===== src/rtl/i2c_gain_target_pkg.sv =====
// Shared definitions for the I2C front-end of the PID gain register file.
package i2c_gain_target_pkg;

    localparam int K_P_ADDR      = 0;
    localparam int K_I_ADDR      = K_P_ADDR + 1;
    localparam int K_D_ADDR      = K_I_ADDR + 1;
    localparam int NUM_GAIN_REGS = K_D_ADDR + 1;
    localparam int GAIN_W        = 6;

    typedef enum logic [3:0] {
        IDLE,
        ADDR,
        ADDR_ACK,
        PTR,
        PTR_ACK,
        WDATA,
        WDATA_ACK,
        RDATA,
        RDATA_ACK,
        WAIT_STOP
    } state_t;

endpackage


===== src/rtl/i2c_bus_sync.sv =====
// Synchronizes raw SCL/SDA into the clk domain and derives edge pulses and
// START/STOP conditions.
module i2c_bus_sync (
    input  logic clk,
    input  logic rst_n,
    input  logic scl_in,
    input  logic sda_in,
    output logic sda,
    output logic scl_rise,
    output logic scl_fall,
    output logic start,
    output logic stop
);

    // [0],[1] form the synchronizer, [2] is history for edge detection
    logic [2:0] scl_q;
    logic [2:0] sda_q;
    logic       sda_rise;
    logic       sda_fall;

    // Reset to the idle-bus level so leaving reset never fakes an edge
    always_ff @(posedge clk) begin
        if (!rst_n) begin
            scl_q <= 3'b111;
            sda_q <= 3'b111;
        end else begin
            scl_q <= {scl_q[1:0], scl_in};
            sda_q <= {sda_q[1:0], sda_in};
        end
    end

    assign sda      = sda_q[1];
    assign scl_rise =  scl_q[1] & ~scl_q[2];
    assign scl_fall = ~scl_q[1] &  scl_q[2];
    assign sda_rise =  sda_q[1] & ~sda_q[2];
    assign sda_fall = ~sda_q[1] &  sda_q[2];
    assign start    = sda_fall & scl_q[1];
    assign stop     = sda_rise & scl_q[1];

endmodule


===== src/rtl/i2c_gain_target.sv =====
// I2C target that turns byte transfers into write strobes and read requests
// on the gain register file, with an auto-incrementing register pointer.
module i2c_gain_target
    import i2c_gain_target_pkg::*;
#(
    parameter logic [6:0] DEV_ADDR = 7'h2A,
    parameter int         NUM_REGS = NUM_GAIN_REGS,
    parameter int         DATA_W   = GAIN_W
) (
    input  logic              clk,
    input  logic              rst_n,
    input  logic              scl_in,
    input  logic              sda_in,
    output logic              sda_oe,
    output logic [7:0]        reg_addr,
    output logic [DATA_W-1:0] wr_data,
    output logic              wr_en,
    output logic              rd_en,
    input  logic [DATA_W-1:0] rd_data,
    output logic              busy
);

    logic       sda;
    logic       scl_rise;
    logic       scl_fall;
    logic       start;
    logic       stop;

    state_t     state;
    logic [2:0] bit_cnt;
    logic [7:0] shift;
    logic [7:0] ptr;
    logic       rw;
    logic       ack_ok;
    logic       slot;
    logic       rd_pend;
    logic [7:0] rx_byte;
    logic       in_range;

    i2c_bus_sync u_sync (
        .clk      (clk),
        .rst_n    (rst_n),
        .scl_in   (scl_in),
        .sda_in   (sda_in),
        .sda      (sda),
        .scl_rise (scl_rise),
        .scl_fall (scl_fall),
        .start    (start),
        .stop     (stop)
    );

    function automatic logic [7:0] next_ptr(input logic [7:0] p);
        return (p == 8'(NUM_REGS - 1)) ? 8'd0 : p + 8'd1;
    endfunction

    assign rx_byte  = {shift[6:0], sda};
    assign in_range = (ptr < 8'(NUM_REGS));
    assign reg_addr = ptr;

    always_ff @(posedge clk) begin
        if (!rst_n) begin
            state   <= IDLE;
            bit_cnt <= 3'd0;
            ptr     <= 8'd0;
            sda_oe  <= 1'b0;
            busy    <= 1'b0;
            wr_en   <= 1'b0;
            rd_en   <= 1'b0;
            wr_data <= '0;
            rw      <= 1'b0;
            ack_ok  <= 1'b0;
            slot    <= 1'b0;
            rd_pend <= 1'b0;
        end else begin
            wr_en   <= 1'b0;
            rd_en   <= 1'b0;
            rd_pend <= rd_en;
            // Register file answers one clk after rd_en
            if (rd_pend)
                shift <= 8'(rd_data);

            if (start) begin
                state   <= ADDR;
                bit_cnt <= 3'd0;
                sda_oe  <= 1'b0;
            end else if (stop) begin
                state  <= IDLE;
                sda_oe <= 1'b0;
                busy   <= 1'b0;
            end else begin
                case (state)
                    ADDR: begin
                        if (scl_rise) begin
                            shift <= rx_byte;
                            if (bit_cnt == 3'd7) begin
                                if (rx_byte[7:1] == DEV_ADDR) begin
                                    state  <= ADDR_ACK;
                                    rw     <= rx_byte[0];
                                    busy   <= 1'b1;
                                    ack_ok <= 1'b1;
                                    slot   <= 1'b0;
                                end else begin
                                    state <= WAIT_STOP;
                                end
                            end else begin
                                bit_cnt <= bit_cnt + 3'd1;
                            end
                        end
                    end

                    PTR: begin
                        if (scl_rise) begin
                            shift <= rx_byte;
                            if (bit_cnt == 3'd7) begin
                                ptr    <= rx_byte;
                                state  <= PTR_ACK;
                                ack_ok <= 1'b1;
                                slot   <= 1'b0;
                            end else begin
                                bit_cnt <= bit_cnt + 3'd1;
                            end
                        end
                    end

                    WDATA: begin
                        if (scl_rise) begin
                            shift <= rx_byte;
                            if (bit_cnt == 3'd7) begin
                                if (in_range) begin
                                    wr_en   <= 1'b1;
                                    wr_data <= rx_byte[DATA_W-1:0];
                                end
                                ack_ok <= in_range;
                                state  <= WDATA_ACK;
                                slot   <= 1'b0;
                            end else begin
                                bit_cnt <= bit_cnt + 3'd1;
                            end
                        end
                    end

                    // First fall opens the ACK slot, second fall closes it
                    ADDR_ACK, PTR_ACK, WDATA_ACK: begin
                        if (scl_fall) begin
                            if (!slot) begin
                                sda_oe <= ack_ok;
                                slot   <= 1'b1;
                                if (state == WDATA_ACK && ack_ok)
                                    ptr <= next_ptr(ptr);
                            end else begin
                                bit_cnt <= 3'd0;
                                if (state == ADDR_ACK && rw) begin
                                    sda_oe <= ~shift[7];
                                    state  <= RDATA;
                                end else begin
                                    sda_oe <= 1'b0;
                                    state  <= (state == ADDR_ACK) ? PTR : WDATA;
                                end
                            end
                        end else if (scl_rise && slot && state == ADDR_ACK && rw) begin
                            if (in_range)
                                rd_en <= 1'b1;
                            else
                                shift <= 8'h00;
                        end
                    end

                    RDATA: begin
                        if (scl_fall) begin
                            if (bit_cnt == 3'd7) begin
                                sda_oe <= 1'b0;
                                ptr    <= next_ptr(ptr);
                                state  <= RDATA_ACK;
                            end else begin
                                sda_oe  <= ~shift[6];
                                shift   <= {shift[6:0], 1'b0};
                                bit_cnt <= bit_cnt + 3'd1;
                            end
                        end
                    end

                    RDATA_ACK: begin
                        if (scl_rise) begin
                            if (!sda) begin
                                if (in_range)
                                    rd_en <= 1'b1;
                                else
                                    shift <= 8'h00;
                            end else begin
                                state <= WAIT_STOP;
                            end
                        end else if (scl_fall) begin
                            sda_oe  <= ~shift[7];
                            bit_cnt <= 3'd0;
                            state   <= RDATA;
                        end
                    end

                    default: ;
                endcase
            end
        end
    end

endmodule


===== config.mk =====
export PLATFORM = sky130hd
export DESIGN_NAME = i2c_gain_target
export DESIGN_NICKNAME = d
export VERILOG_FILES = /design/src/rtl/i2c_gain_target_pkg.sv /design/src/rtl/i2c_bus_sync.sv /design/src/rtl/i2c_gain_target.sv
export SDC_FILE = /design/constraint.sdc
export NUM_CORES = 1
export LEC_CHECK = 0
export CAP_MARGIN = 20
export CORE_MARGIN = 1
export CORE_UTILIZATION = 45
export DETAILED_ROUTE_END_ITERATION = 8
export GPL_TIMING_DRIVEN = 0
export PLACE_DENSITY = 0.76
export SKIP_CTS_REPAIR_TIMING = 1
export SLEW_MARGIN = 5
export SYNTH_ARGS = -nofsm -noshare
export SYNTH_HDL_FRONTEND = slang
export SYNTH_SLANG_ARGS = --single-unit

===== constraint.sdc =====
create_clock -name clk -period 2.7 [get_ports clk]
set_input_delay 0.54 -clock clk [delete_from_list [all_inputs] [get_ports clk]]
set_output_delay 0.54 -clock clk [all_outputs]
set_load 0.01 [all_outputs]

---- After elaboration in Yosys (flattened, before gate mapping) ----
Cells that the tools add are included.
operators by class
  add/subtract/negate cells ............... 2
  multipliers ............................. 0
  div/mod/pow operators ................... 0
  $lt $le $gt $ge ......................... 1
  eq/ne operators ......................... 43
  shifts and indexed selects .............. 0
  mux-type cells .......................... 79
  bitwise gates (word level) .............. 18
  reduce and logical (&&, ||, !) cells .... 32
operators by type and width
  cell                 count
  $mux 8               19
  $mux 4               14
  $ne 4x4->1 const B   10
  $pmux 8 s4           1
  $ne 2x2->1 const B   15
  $mux 1               29
  $mux 3               9
  $reduce_and 13->1    2
  $pmux 4 s6           1
  $pmux 8 s3           1
  $reduce_and 10->1    2
  $eq 4x3->1 const B   4
  $not 1->1            12
  $pmux 3 s4           1
  $reduce_and 6->1     2
  $reduce_bool 3->1    4
  $reduce_and 5->1     2
  $pmux 1 s3           3
  $reduce_and 9->1     1
  $reduce_or 3->1      3
  $add 8x1->8 const B  1
  $eq 4x2->1 const B   2
  $eq 8x2->1 const B   1
  $lt 8x2->1 const B   1
  other kinds (20)     35
storage, ports and cells
  bits in registers ....................... 43
  bits in latches ......................... 0
  RAM bits ................................ 0
  bits in read-only memories .............. 0
  input port bits ......................... 10
  output and inout bits ................... 18
  logic and storage cells ................. 191
  memories kept ........................... 0

---- Longest topological paths before layout ----
  depth in word-level cells ............... 10
  gate-level depth with buffers ........... 9
  depth with buffers taken out ............ 7

---- Cells and area by module ----
A second synthesis with hierarchy kept.
unflattened totals
  cell total of the unflattened synthesis .. 280
  area, all modules ....................... 2413.6 um^2
modules (own cells, without submodules)
  module           times used  cells each  area an instance (um^2)  seq. area each (um^2)
  i2c_gain_target  1           264         2225.9                   820.8
  i2c_bus_sync     1           16          187.7                    120.1

---- Least setup slack after synthesis ----
OpenSTA, ideal clock, no wires.
  kind .................................... register to register
  start point ............................. register ptr[2] (netlist: reg_addr[2])
  end point ............................... register wr_data[0]
  library setup time ...................... 0.128 ns
  arrival time ............................ 2.139 ns
  required time ........................... 2.572 ns
  setup slack ............................. 0.434 ns
  stages on the path, launching flop included .. 7
  buffers on the path ..................... 1
  clock period less this slack ............ 2.266 ns
  cell sequence ........................... dfxtp_1 -> or4_1 -> or4_4 -> or4b_4 -> buf_6 -> mux2i_1 -> nor2_1
between the ends
  word-level cells in the longest chain between the ends .. 2
RTL lines
  element                            line                    source
  from (decl)                        i2c_gain_target.sv:32   logic [7:0] ptr;
  from (signal assigned)             i2c_gain_target.sv:115  ptr <= rx_byte;
  from (signal assigned)             i2c_gain_target.sv:149  ptr <= next_ptr(ptr);
  from (signal assigned)             i2c_gain_target.sv:172  ptr <= next_ptr(ptr);
  $lt 8x2->1                         i2c_gain_target.sv:57   assign in_range = (ptr < 8'(NUM_REGS));
  $reduce_and 6->1 (no source line)  --
  to (signal assigned)               i2c_gain_target.sv:131  wr_data <= rx_byte[DATA_W-1:0];
  to (decl)                          i2c_gain_target.sv:16   output logic [DATA_W-1:0] wr_data,
Every way passes these cells.
A chain may end at the register's enable or synchronous reset.

---- Worst setup path in the final report ----
  start point ............................. register state[3]
  end point ............................... register ptr[6] (netlist: reg_addr[6])
between the ends
  word-level cells in the longest chain between the ends .. 4
  elaborated cells between the ends (all ways) .. 17
  classes of those cells .................. 12 x eq/ne; 1 x mux; 4 x reduce/logical
RTL lines
  element                                                           line                                           source
  from (decl)                                                       i2c_gain_target.sv:29                          state_t state;
  from (signal assigned)                                            i2c_gain_target.sv:157                         state <= (state == ADDR_ACK) ? PTR : WDATA;
  $eq 4x3->1 (tied with other cells)                                i2c_gain_target.sv:91, i2c_gain_target.sv:148
  $reduce_or 3->1 or $logic_and 1x1->1 (tied branches)              i2c_gain_target.sv:91, i2c_gain_target.sv:148
  $ne 2x2->1 (no source line) or $reduce_bool 3->1 (tied branches)  --
  $reduce_and 10->1 (no source line)                                --
Parallel ways exist; a longest one is shown, timed or not.

==> out/qor.csv <==
stage,metric,value,unit
setup_path,WP data required,2930,ps
grt,gr usage total,0.2413,
sta,Layout Skew,13.57,ps
yosys,Yosys reg bits,43,
yosys,syn nets,331,
finish,"non-filler cells, final",422,
finish,fin area,3079,um^2
setup_path,critical path arrival,2810,ps
sta,Setup WS post-layout,117.8,ps
cts,CTS tree,done,
setup_path,worst path cell trace,"clkbuf_1, clkbuf_2, nor2_1, a211oi_1, nand4_1, clkbuf_1, a211o_1, o21ai_0",
yosys,Syn. warnings,0,
power_and_ir_drop,Worst VDD drop,0.3837,mV
power_and_ir_drop,Leak,1.132,nW
power_and_ir_drop,Tot Pwr,0.002554,W
cts,root buf cell,clkbuf_8,
floorplan,IO Pins,28,
route,routed wl met2,3127,um
yosys,fraction of registers with async set/reset,0,
yosys,"Avg Cell Area, Syn",8.290,um^2
yosys,Post-Syn Area,2611,um^2
route,Vias/cell,5.886,
setup_path,Max Fanout on Critical Path,10,
route,met3 wire length,492,um
sta,final hold vios,0,
floorplan,Core Region,5540,um^2
min_path,worst min path class,reg2reg,
setup_path,critical path type,reg2reg,
sta,Final Max Tran Viols,0,
cts,H-Tree Depth,2,
floorplan,die height,78.18,um
cts,"Clk Latency, worst-skew pair",310,ps
grt,total gr overflow,0,
sta,worst-margin pin slew,754.2,ps
run_status,status,completed,
sta,Final min period,2582,ps
yosys,Post-synth EDFFs,8,
route,Metal-1 WL,3279,um
setup_path,Critical-path top delay cell,a211oi_1,
yosys,post-synth cell types,59,
grt,number of global-route vias before repair,2254,
sta,Final Setup Violations,0,
grt,first-pass GRT wire length,11590,um
setup_path,crit path launch type,flop,
yosys,top_reg_cell synth,dfxtp_1,
place,Detail Placement HPWL,4968,um
route,Top Metal Used,met4,
route,post-route DRC violation count,0,
grt,largest net degree at the start of global routing,17,
cts,total CTS buffers,5,
place,pre-CTS WS,-26.85,ps
floorplan,die area,6111,um^2
cts,"Reg clk slew, reported paths",100,ps
route,ANT nets after route,0,
finish,Layout Nets,365,
place,GPL Wtd Cong,0.9176,
place,placed cells,414,
sta,hold_ws,417.8,ps
route,First-pass DRT Iterations,5,
finish,Synth-to-Final Area Change,17.92,%
yosys,"Seq/Total Area, Yosys",0.3603,
place,count of input and output buffers,27,
grt,initial antenna violation count,0,
setup_path,"most used cell, CP",clkbuf_1,
sta,Rel. slew slack,0.4972,
route,via count,2484,
route,initial drt markers,341,
sta,RSZ-0062 raised after global routing,no,
run,max-cap viol count,0,
floorplan,Row Count,27,
setup_path,CP endpoint kind,flop,
finish,n_diodes,0,
setup_path,max incr delay on CP,390,ps
route,Routed Wire Length,7020,um
place,DP Area,2972,um^2
sta,upper clock frequency limit,387.3,MHz
route,WL/cell,16.64,um
cts,Sink Count,43,
floorplan,starting density of the core,0.4713,
sta,crit share post-route,0.9564,
power_and_ir_drop,pwr/cell area,829.5,nW/um^2
floorplan,die width,78.18,um
cts,clock buffer depth,2,
finish,layout cells sized above 1,0.06857,
yosys,Synth Instances,315,
-- registers in the layout (all words and copies together) (netlist names), 3 cells and up --
| name | flops |
|---|---|
| u_sync.scl_q | 3 |
| bit_cnt | 3 |
| reg_addr | 8 |
| state | 4 |
| shift | 8 |
| u_sync.sda_q | 3 |
| wr_data | 6 |
-- through the flow --
| stage | util | setup TNS, ps |
|---|---|---|
| 2_1_floorplan | - | 0 |
| 3_3_place_gp | 0.5364 | 0 |
| 3_5_place_dp | 0.5364 | -50.77 |
| 4_1_cts | 0.5531 | 0 |
| 5_1_grt | 0.5558 | 0 |
| 6_report | 0.5558 | 0 |
-- power by group --
group / internal (W) / switching, W / total, W
logic: 0.000475 / 0.000789 / 0.00126
clock network: 0.000186 / 0.000260 / 0.000446
registers: 0.000769 / 0.0000770 / 0.000846
total: 0.00143 / 0.00113 / 0.00255
-- area by class of cell --
cell class / instances / area [um^2]
inverter: 8 / 30.03
buffer: 21 / 95.09
clock inverter: 3 / 23.77
multi-input combinational: 243 / 1560
tap: 72 / 90.09
sequential: 43 / 940.9
fill: 538 / 2461
clock buffer: 5 / 68.82
timing repair buffer: 27 / 270.3
-- placed cells by master (no fill, tap or decap), types with 3 or more instances in the layout --
master           netlist  layout
edfxtp_1               8       8
or2_2                  5       5
a211oi_1               6       6
a21oi_1               17      17
inv_1                  6       6
and2_1                 5       5
nor2_1                26      26
ha_1                   6       6
clkbuf_1              17      16
nand3_1                7       7
clkbuf_8               0       5
mux2i_1               18      18
a221oi_1               4       4
nor4_1                 3       3
nand2_1               39      39
nand2b_1              12      12
nor3_1                10       9
nand4b_1               4       4
nor2b_1                5       5
o21ai_0               21      21
nand4_1                3       3
clkdlybuf4s50_1        0      27
dfxtp_1               35      35
a211o_1                7       7
-- logic make-up after synthesis --
family | synth area share
AND/OR/NAND/NOR | 0.2827
AO/OA/AOI/OAI | 0.2051
flip-flops | 0.3603
buffers and inverters | 0.04744
multiplexers | 0.06900
adder cells (fa/ha/maj) | 0.02875
XOR/XNOR | 0.006709
-- worst max-delay path: cells and delay by family, from the launching register on --
kind	cells	cell delay (ps)
buffers and inverters	3	970
flip-flops	1	320
AO/OA/AOI/OAI	3	740
AND/OR/NAND/NOR	2	460
-- cell usage after synthesis (3+ instances only) --
cell,n,area share
nor4_1,3,0.0072
mux2i_1,18,0.069
o21ai_0,21,0.040
inv_1,6,0.0086
nand2b_1,12,0.029
a211o_1,7,0.023
nand4_1,3,0.0072
or2_2,5,0.012
ha_1,6,0.029
clkbuf_1,17,0.024
a221oi_1,4,0.013
dfxtp_1,35,0.27
nor2_1,26,0.037
a211oi_1,6,0.017
nor3_1,10,0.019
edfxtp_1,8,0.092
and2_1,5,0.012
nand3_1,7,0.013
nor2b_1,5,0.012
nand4b_1,4,0.013
a21oi_1,17,0.033
nand2_1,39,0.056
-- path summary, 6_finish.rpt --
kind                            cells past startpoint  slack (ps)               to            start
worst max-delay path                                8         120      reg_addr[6]         state[3]
worst min-delay path                                1         420  u_sync.scl_q[1]  u_sync.scl_q[0]
worst max register to register                      8         120      reg_addr[6]         state[3]
worst min register to register                      1         420  u_sync.scl_q[1]  u_sync.scl_q[0]
-- metal layers --
metal	vias up	GRT usage
met5	-	0
met4	0	0.06481
met1	1155	0.3520
met2	110	0.3640
met3	12	0.04302
li1	1207	-
No activity file was read; power rests on OpenSTA's default activity.
